## src/rtl/phys_reg_free_buffer.sv

```systemverilog
// Staging FIFO between ROB commit (two free lanes per cycle) and the physical register free list.
// Optional macro PHYS_REG_FREE_BUFFER_ZERO_CHECK_EN flags tag-0 frees as protocol errors.
module phys_reg_free_buffer #(
  parameter  int FREE_BUF_DEPTH = 4,
  parameter  int TAG_W          = 6,
  localparam int IDX_W          = $clog2(FREE_BUF_DEPTH),
  localparam int CNT_W          = IDX_W + 1
) (
  input  logic                  CLK,
  input  logic                  RST,
  input  logic [1:0]            commit_free_valid,
  input  logic [1:0][TAG_W-1:0] commit_free_phys_reg_tag,
  output logic                  commit_free_ready,
  input  logic                  free_list_full,
  output logic                  enqueue_valid,
  output logic [TAG_W-1:0]      enqueue_phys_reg_tag,
  output logic [CNT_W-1:0]      buf_count,
  output logic                  DUT_error
);

  logic [TAG_W-1:0] r_mem [FREE_BUF_DEPTH];
  logic [CNT_W-1:0] r_head;
  logic [CNT_W-1:0] r_tail;
  logic             r_error;

  logic [CNT_W-1:0] w_count;
  logic [CNT_W-1:0] w_space;
  logic [CNT_W-1:0] w_tail_l1;
  logic             w_ready;
  logic [1:0]       w_tag_nz;
  logic [1:0]       w_lane_acc;
  logic [1:0]       w_n_acc;
  logic             w_ovf;
  logic             w_wr_en;
  logic             w_drain;
  logic             w_err_next;

  // Occupancy, free space and acceptance decode from registered pointers.
  always_comb begin
    w_count     = r_tail - r_head;
    w_space     = CNT_W'(FREE_BUF_DEPTH) - w_count;
    w_ready     = (w_space >= CNT_W'(2));
    w_tag_nz[0] = (commit_free_phys_reg_tag[0] != TAG_W'(0));
    w_tag_nz[1] = (commit_free_phys_reg_tag[1] != TAG_W'(0));
    w_lane_acc  = commit_free_valid & w_tag_nz & {2{w_ready}};
    w_n_acc     = {1'b0, w_lane_acc[0]} + {1'b0, w_lane_acc[1]};
    w_ovf       = (CNT_W'(w_n_acc) > w_space);
    w_wr_en     = ~RST & ~w_ovf;
    // Lane 1 lands behind lane 0 only when lane 0 actually took a slot.
    w_tail_l1   = r_tail + CNT_W'(w_lane_acc[0]);
  end

  // Drain side and externally visible status; reset forces the idle view.
  always_comb begin
    w_drain              = ~RST & (w_count != CNT_W'(0)) & ~free_list_full;
    enqueue_valid        = w_drain;
    enqueue_phys_reg_tag = r_mem[r_head[IDX_W-1:0]];
    commit_free_ready    = RST | w_ready;
    DUT_error            = r_error & ~RST;
    if (RST) begin
      buf_count = CNT_W'(0);
    end else begin
      buf_count = w_count;
    end
  end

  // Protocol error sources for next cycle's pulse.
  always_comb begin
    w_err_next = ((|commit_free_valid) & ~w_ready) | w_ovf;
`ifdef PHYS_REG_FREE_BUFFER_ZERO_CHECK_EN
    if (w_ready && ((commit_free_valid & ~w_tag_nz) != 2'b00)) begin
      w_err_next = 1'b1;
    end else begin
      w_err_next = w_err_next;
    end
`endif
  end

  // Tag storage; contents are intentionally not cleared by reset.
  always_ff @(posedge CLK) begin
    if (w_wr_en) begin
      if (w_lane_acc[0]) begin
        r_mem[r_tail[IDX_W-1:0]] <= commit_free_phys_reg_tag[0];
      end
      if (w_lane_acc[1]) begin
        r_mem[w_tail_l1[IDX_W-1:0]] <= commit_free_phys_reg_tag[1];
      end
    end
  end

  // Pointer and error-pulse state.
  always_ff @(posedge CLK) begin
    if (RST) begin
      r_head  <= CNT_W'(0);
      r_tail  <= CNT_W'(0);
      r_error <= 1'b0;
    end else begin
      r_head  <= r_head + CNT_W'(w_drain);
      r_tail  <= w_ovf ? r_tail : (r_tail + CNT_W'(w_n_acc));
      r_error <= w_err_next;
    end
  end

endmodule

```

## config.mk

```make
export PLATFORM = sky130hd
export DESIGN_NAME = phys_reg_free_buffer
export DESIGN_NICKNAME = d
export VERILOG_FILES = /design/src/rtl/phys_reg_free_buffer.sv
export SDC_FILE = /design/constraint.sdc
export NUM_CORES = 1
export LEC_CHECK = 0
export ABC_AREA = 1
export BUFFER_PORTS_ARGS = -buffer_cell sky130_fd_sc_hd__buf_2
export CAP_MARGIN = 20
export CORE_ASPECT_RATIO = 1.75
export CORE_UTILIZATION = 57
export CTS_CLUSTER_DIAMETER = 200
export DETAILED_ROUTE_END_ITERATION = 6
export GPL_TIMING_DRIVEN = 1
export PLACE_DENSITY = 0.79
export SYNTH_ARGS = -nofsm -noshare
export SYNTH_HDL_FRONTEND = slang
export SYNTH_SLANG_ARGS = --single-unit
export TNS_END_PERCENT = 50
```

## constraint.sdc

```tcl
create_clock -name CLK -period 5.9 [get_ports CLK]
set_clock_uncertainty 0.1 [all_clocks]
set_input_delay 0 -clock CLK [delete_from_list [all_inputs] [get_ports CLK]]
set_output_delay 0 -clock CLK [all_outputs]
set_load 0.01 [all_outputs]
```

# Word level (Yosys, flattened, before mapping)
# Memories as Yosys holds them, arrays and structs flattened. A register that Yosys moved wholly into a read port is not among the register bits.
# Index checks and enable logic that the tools add are counted.
# W data, S select, Z words.
# op_classes
add_sub_neg	6
n_reduce_logical	4
muxes	8
n_bitwise	13
order_cmp	2
# ops
cell	count
$reduce_bool A6 Y1	2
$mux W1	6
$and A1 B1 Y1	5
$and A2 B2 Y2	2
$not A1 Y1	4
$add A3 B1 Y3	1
$add A3 B2 Y3	1
$ge A3 B2 Y1 const B	1
$gt A2 B3 Y1	1
$mux W3	1
$reduce_bool A3 Y1	1
$sub A3 B3 Y3	1
$sub A3 B3 Y3 const A	1
$add A1 B1 Y2	1
$add A2 B1 Y2	1
$mux W2	1
$or A1 B1 Y1	2
$reduce_or A2 Y1	1
# totals
regBits	7
n_memories	1
ram_bits	24
# mem_list
memory	words	width	rd	rd_clocked_by_memory_dff	wr	line	text
r_mem	4	6	1	1	2	21	logic [TAG_W-1:0] r_mem [FREE_BUF_DEPTH];

# Depth between registers and ports, before layout
# logic_depth
ltp_word	10
mapped_depth	22
depth_no_buf	20

# Least setup slack after synthesis
# OpenSTA, ideal clock, no wires.
# synth_path
path_type	reg-to-reg
startpoint	reg r_tail[0]
endpoint	mem r_mem[0][0] (enable)
path_slack_ps	1712
n_path_buf	2
arrival_ps	3731
setup_ps	357
path_stages_with_launch	19
cell_sequence	dfxtp_1 inv_1 ha_1 fa_1 xnor2_1 xor2_1 ha_1 nand3b_2 nand2_1 nor2_2 buf_6 buf_6 ha_1 inv_1 ha_1 nand4_4 a21oi_4 nand2_1 o21ai_1
# synth_rtl
item	line	text
start: declaration	23	logic [CNT_W-1:0] r_tail;
start signal: assignment	99	r_tail <= w_ovf ? r_tail : (r_tail + CNT_W'(w_n_acc));
end: declaration	21	

==> flow_summary_export.csv <==
group,metric,value,unit
worst_setup_path,slowest_delay,560,ps
layout,syn_to_final_growth,13.3,%
floorplan,boundaryPins,29,
worst_setup_path,cp_slowest_cell,"a21oi_4",
worst_setup_path,cpMostUsedCell,"ha_1",
floorplan,start_util,60.9,%
floorplan,coreArea,0.00343,mm^2
route,routedWlPerCell,15.3,um
route,drt_pre_antenna_iters,4,
route,via_per_inst,5.61,
worst_setup_path,crit_chain,"inv_1 -> ha_1 -> fa_1 -> xnor2_1 -> xor2_1 -> ha_1 -> nand3b_2 -> nand2_1 -> a31oi_1 -> ha_1 -> inv_1 -> ha_1 -> nand4_4 -> a21oi_4 -> nand2_1 -> o21ai_1",
sta,finalSetupViolations,0,
power,powerDensity,600,mW/mm^2
route,drtIter0Drc,97,
worst_hold_path,min_path_type,"in -> reg",
yosys,synth_warnings,0,
clocking,clkTransAtPathRegs,60,ps
route,wl,4860,um
grt,antenna_found_initial,0,
yosys,synth.largest_area_cell,"edfxtp_1",
floorplan,fp.dieH,82.1,um
grt,grt_max_degree,29,
clocking,htree_levels,2,
status,run_status,"completed",
grt,grt_pass1_vias,1659,
worst_setup_path,start_kind,"register",
floorplan,rows,28,
layout,nFillCells,313,
clocking,clockBufferDepth,2,
clocking,cts.repair.resized,0,
sta,rsz0062_at_grt,"false",
worst_setup_path,arrival,4710,ps
clocking,cts_buffers,5,
yosys,synth_top_area_share,34.4,%
grt,grt_first_pass_wirelength,7360,um
layout,diodes,0,
route,drc_errors,0,
clocking,cts_root_buf,"clkbuf_8",
placement,pre_cts_slack,1060,ps
yosys,syn_area,0.00209,mm^2
placement,dp_hpwl,3800,um
grt,overflow,0,
sta,fin_crit_sh,82.9,%
sta,slew_viol_final,0,
worst_setup_path,crit_buf_inv,2,
route,ant_nets,0,
flow_run,drv_cap,0,
grt,grt_usage,27.7,%
sta,post-route-min-period,4890,ps
sta,finalSetupTns,0,ps
sta,relSlewSlack,58.6,%
clocking,insertion_delay,280,ps
sta,fmax,0.204,GHz
yosys,synth_cells,237,
worst_setup_path,cpLargestDelayFamily,"adder cells",
power,leakage,1.04,nW
worst_setup_path,cp_max_fo,27,
placement,io_buffers,28,
yosys,ys_types,29,
clocking,cts.sinks,31,
yosys,yosys-top-cells-area,"edfxtp_1 (34%), nand2_1 (11%), nand4_1 (7.5%)",
route,vias,1777,
power,vdd_ir_drop_max,515,uV
yosys,synth-seq-area-share,41.1,%
placement,gp_congestion,0.901,
worst_setup_path,criticalPathCategory,"reg -> reg",
worst_setup_path,required,5720,ps
clocking,tritoncts,"done",
sta,worst_slack,1010,ps
yosys,syn_nets,267,
layout,drive_gt1_share,20.6,%
yosys,ys_ff_latch,31,
floorplan,die_w,47.8,um
sta,hold_viol_final,0,
power,p_total,1.42,mW
floorplan,die-area,0.00393,mm^2
yosys,syn_area_per_cell,8.83,um^2
sta,tightestPinTransition,619,ps
worst_setup_path,cp-end-kind,"register",
layout,fin_nets,302,
[power by group]
part / switching [mW] / leakage (nW) / internal (mW)
Clock: 0.0731 / 0.0414 / 0.0782
Combinational: 0.631 / 0.722 / 0.296
Sequential: 0.0215 / 0.276 / 0.323
Total: 0.725 / 1.04 / 0.698
[tightest hold or removal path, delay by kind of cell]
family                 cells  cell delay, ps
buffers and inverters      1             150
AND/OR/NAND/NOR            2             130
[metrics by stage]
stage	cells	hold WS, ps	utilization (%)	instance area, um^2
after global routing	317	13.6	69.1	2370
after global placement	303	147	64.8	2220
after detailed placement	303	153	64.8	2220
after CTS	317	3.55	69.1	2370
after floorplan	237	-43.6	-	2090
final	317	7.40	69.1	2370
[area by class of cell]
type / instances / area [um^2] / share of cell area (%)
multi-input combinational: 179 / 1080 / 45.7
sequential: 31 / 861 / 36.3
timing repair buffer: 37 / 225 / 9.50
clock buffer: 5 / 68.8 / 2.90
inverter: 18 / 67.6 / 2.85
tap: 45 / 56.3 / 2.37
clock inverter: 2 / 8.76 / 0.369
[per-layer routing]
layer	vias up	global-route usage, %	share of wire, %
li1	891	-	-
met1	802	23.8	34
met2	62	52.3	57
met3	22	4.57	3.0
met4	0	18.9	5.8
met5	-	0	0
[cell usage in the layout, fill, tap and decap left out, types with 2 or more instances in the layout]
cell type,instances
o21ai_0,16
buf_2,28
nor2_2,3
o21ai_1,4
nor3_1,2
inv_2,2
clkbuf_8,5
dlygate4sd3_1,7
nand4_4,5
nand3_1,2
xnor2_1,2
dfxtp_1,7
edfxtp_1,24
nor2_1,27
nand2_1,61
nor2_4,2
ha_1,12
xor2_1,2
inv_1,16
nand2_2,3
nand4_1,25
o22ai_1,6
buf_4,2
[Yosys cell counts]
| library cell | number |
|---|---|
| nand2_1 | 61 |
| nor2_1 | 27 |
| nand4_1 | 25 |
| edfxtp_1 | 24 |
| inv_1 | 16 |
| o21ai_0 | 16 |
| ha_1 | 12 |
| dfxtp_1 | 7 |
| buf_6 | 6 |
| o22ai_1 | 6 |
| nand4_4 | 5 |
| o21ai_1 | 4 |
| nand2_2 | 3 |
| nor2_2 | 3 |
| clkbuf_1 | 2 |
| inv_2 | 2 |
| nand3_1 | 2 |
| nor2_4 | 2 |
| nor3_1 | 2 |
| xnor2_1 | 2 |
| xor2_1 | 2 |
| a21oi_4 | 1 |
| a31oi_1 | 1 |
| clkbuf_2 | 1 |
| fa_1 | 1 |
| nand2_4 | 1 |
| nand3b_2 | 1 |
| or2_2 | 1 |
| xnor2_2 | 1 |
[sequential cells by signal, indices dropped and copies added, names as in the netlist]
register,cells
r_mem,24
r_tail,3
r_error,1
r_head,3
[timing repair]
action,4_1_cts,5_1_grt
buffers inserted,0,0
hold buffers,7,0
endpoints found under the hold margin,18,0
[cells by family (layout without fill, tap and decap cells)]
kind of cell    Yosys count  in the layout  share of synthesized area, %
fa+ha+maj                13             13                          8.13
xor+xnor                  5              5                          2.45
compound gates           28             28                          7.66
flops                    31             31                          41.1
simple gates            133            133                          33.6
buf+inv                  27             62                          7.06
[path summary, 6_finish.rpt]
path,endpoint,cells past startpoint,startpoint,slack (ps)
worst max-delay path,r_mem[2][1],16,r_tail[0],1010
worst min-delay path,r_mem[2][2],3,commit_free_phys_reg_tag[2],7
worst max register to register,r_mem[2][1],16,r_tail[0],1010
worst min register to register,r_tail[2],3,r_tail[2],450
(Power assumes the default switching activity.)
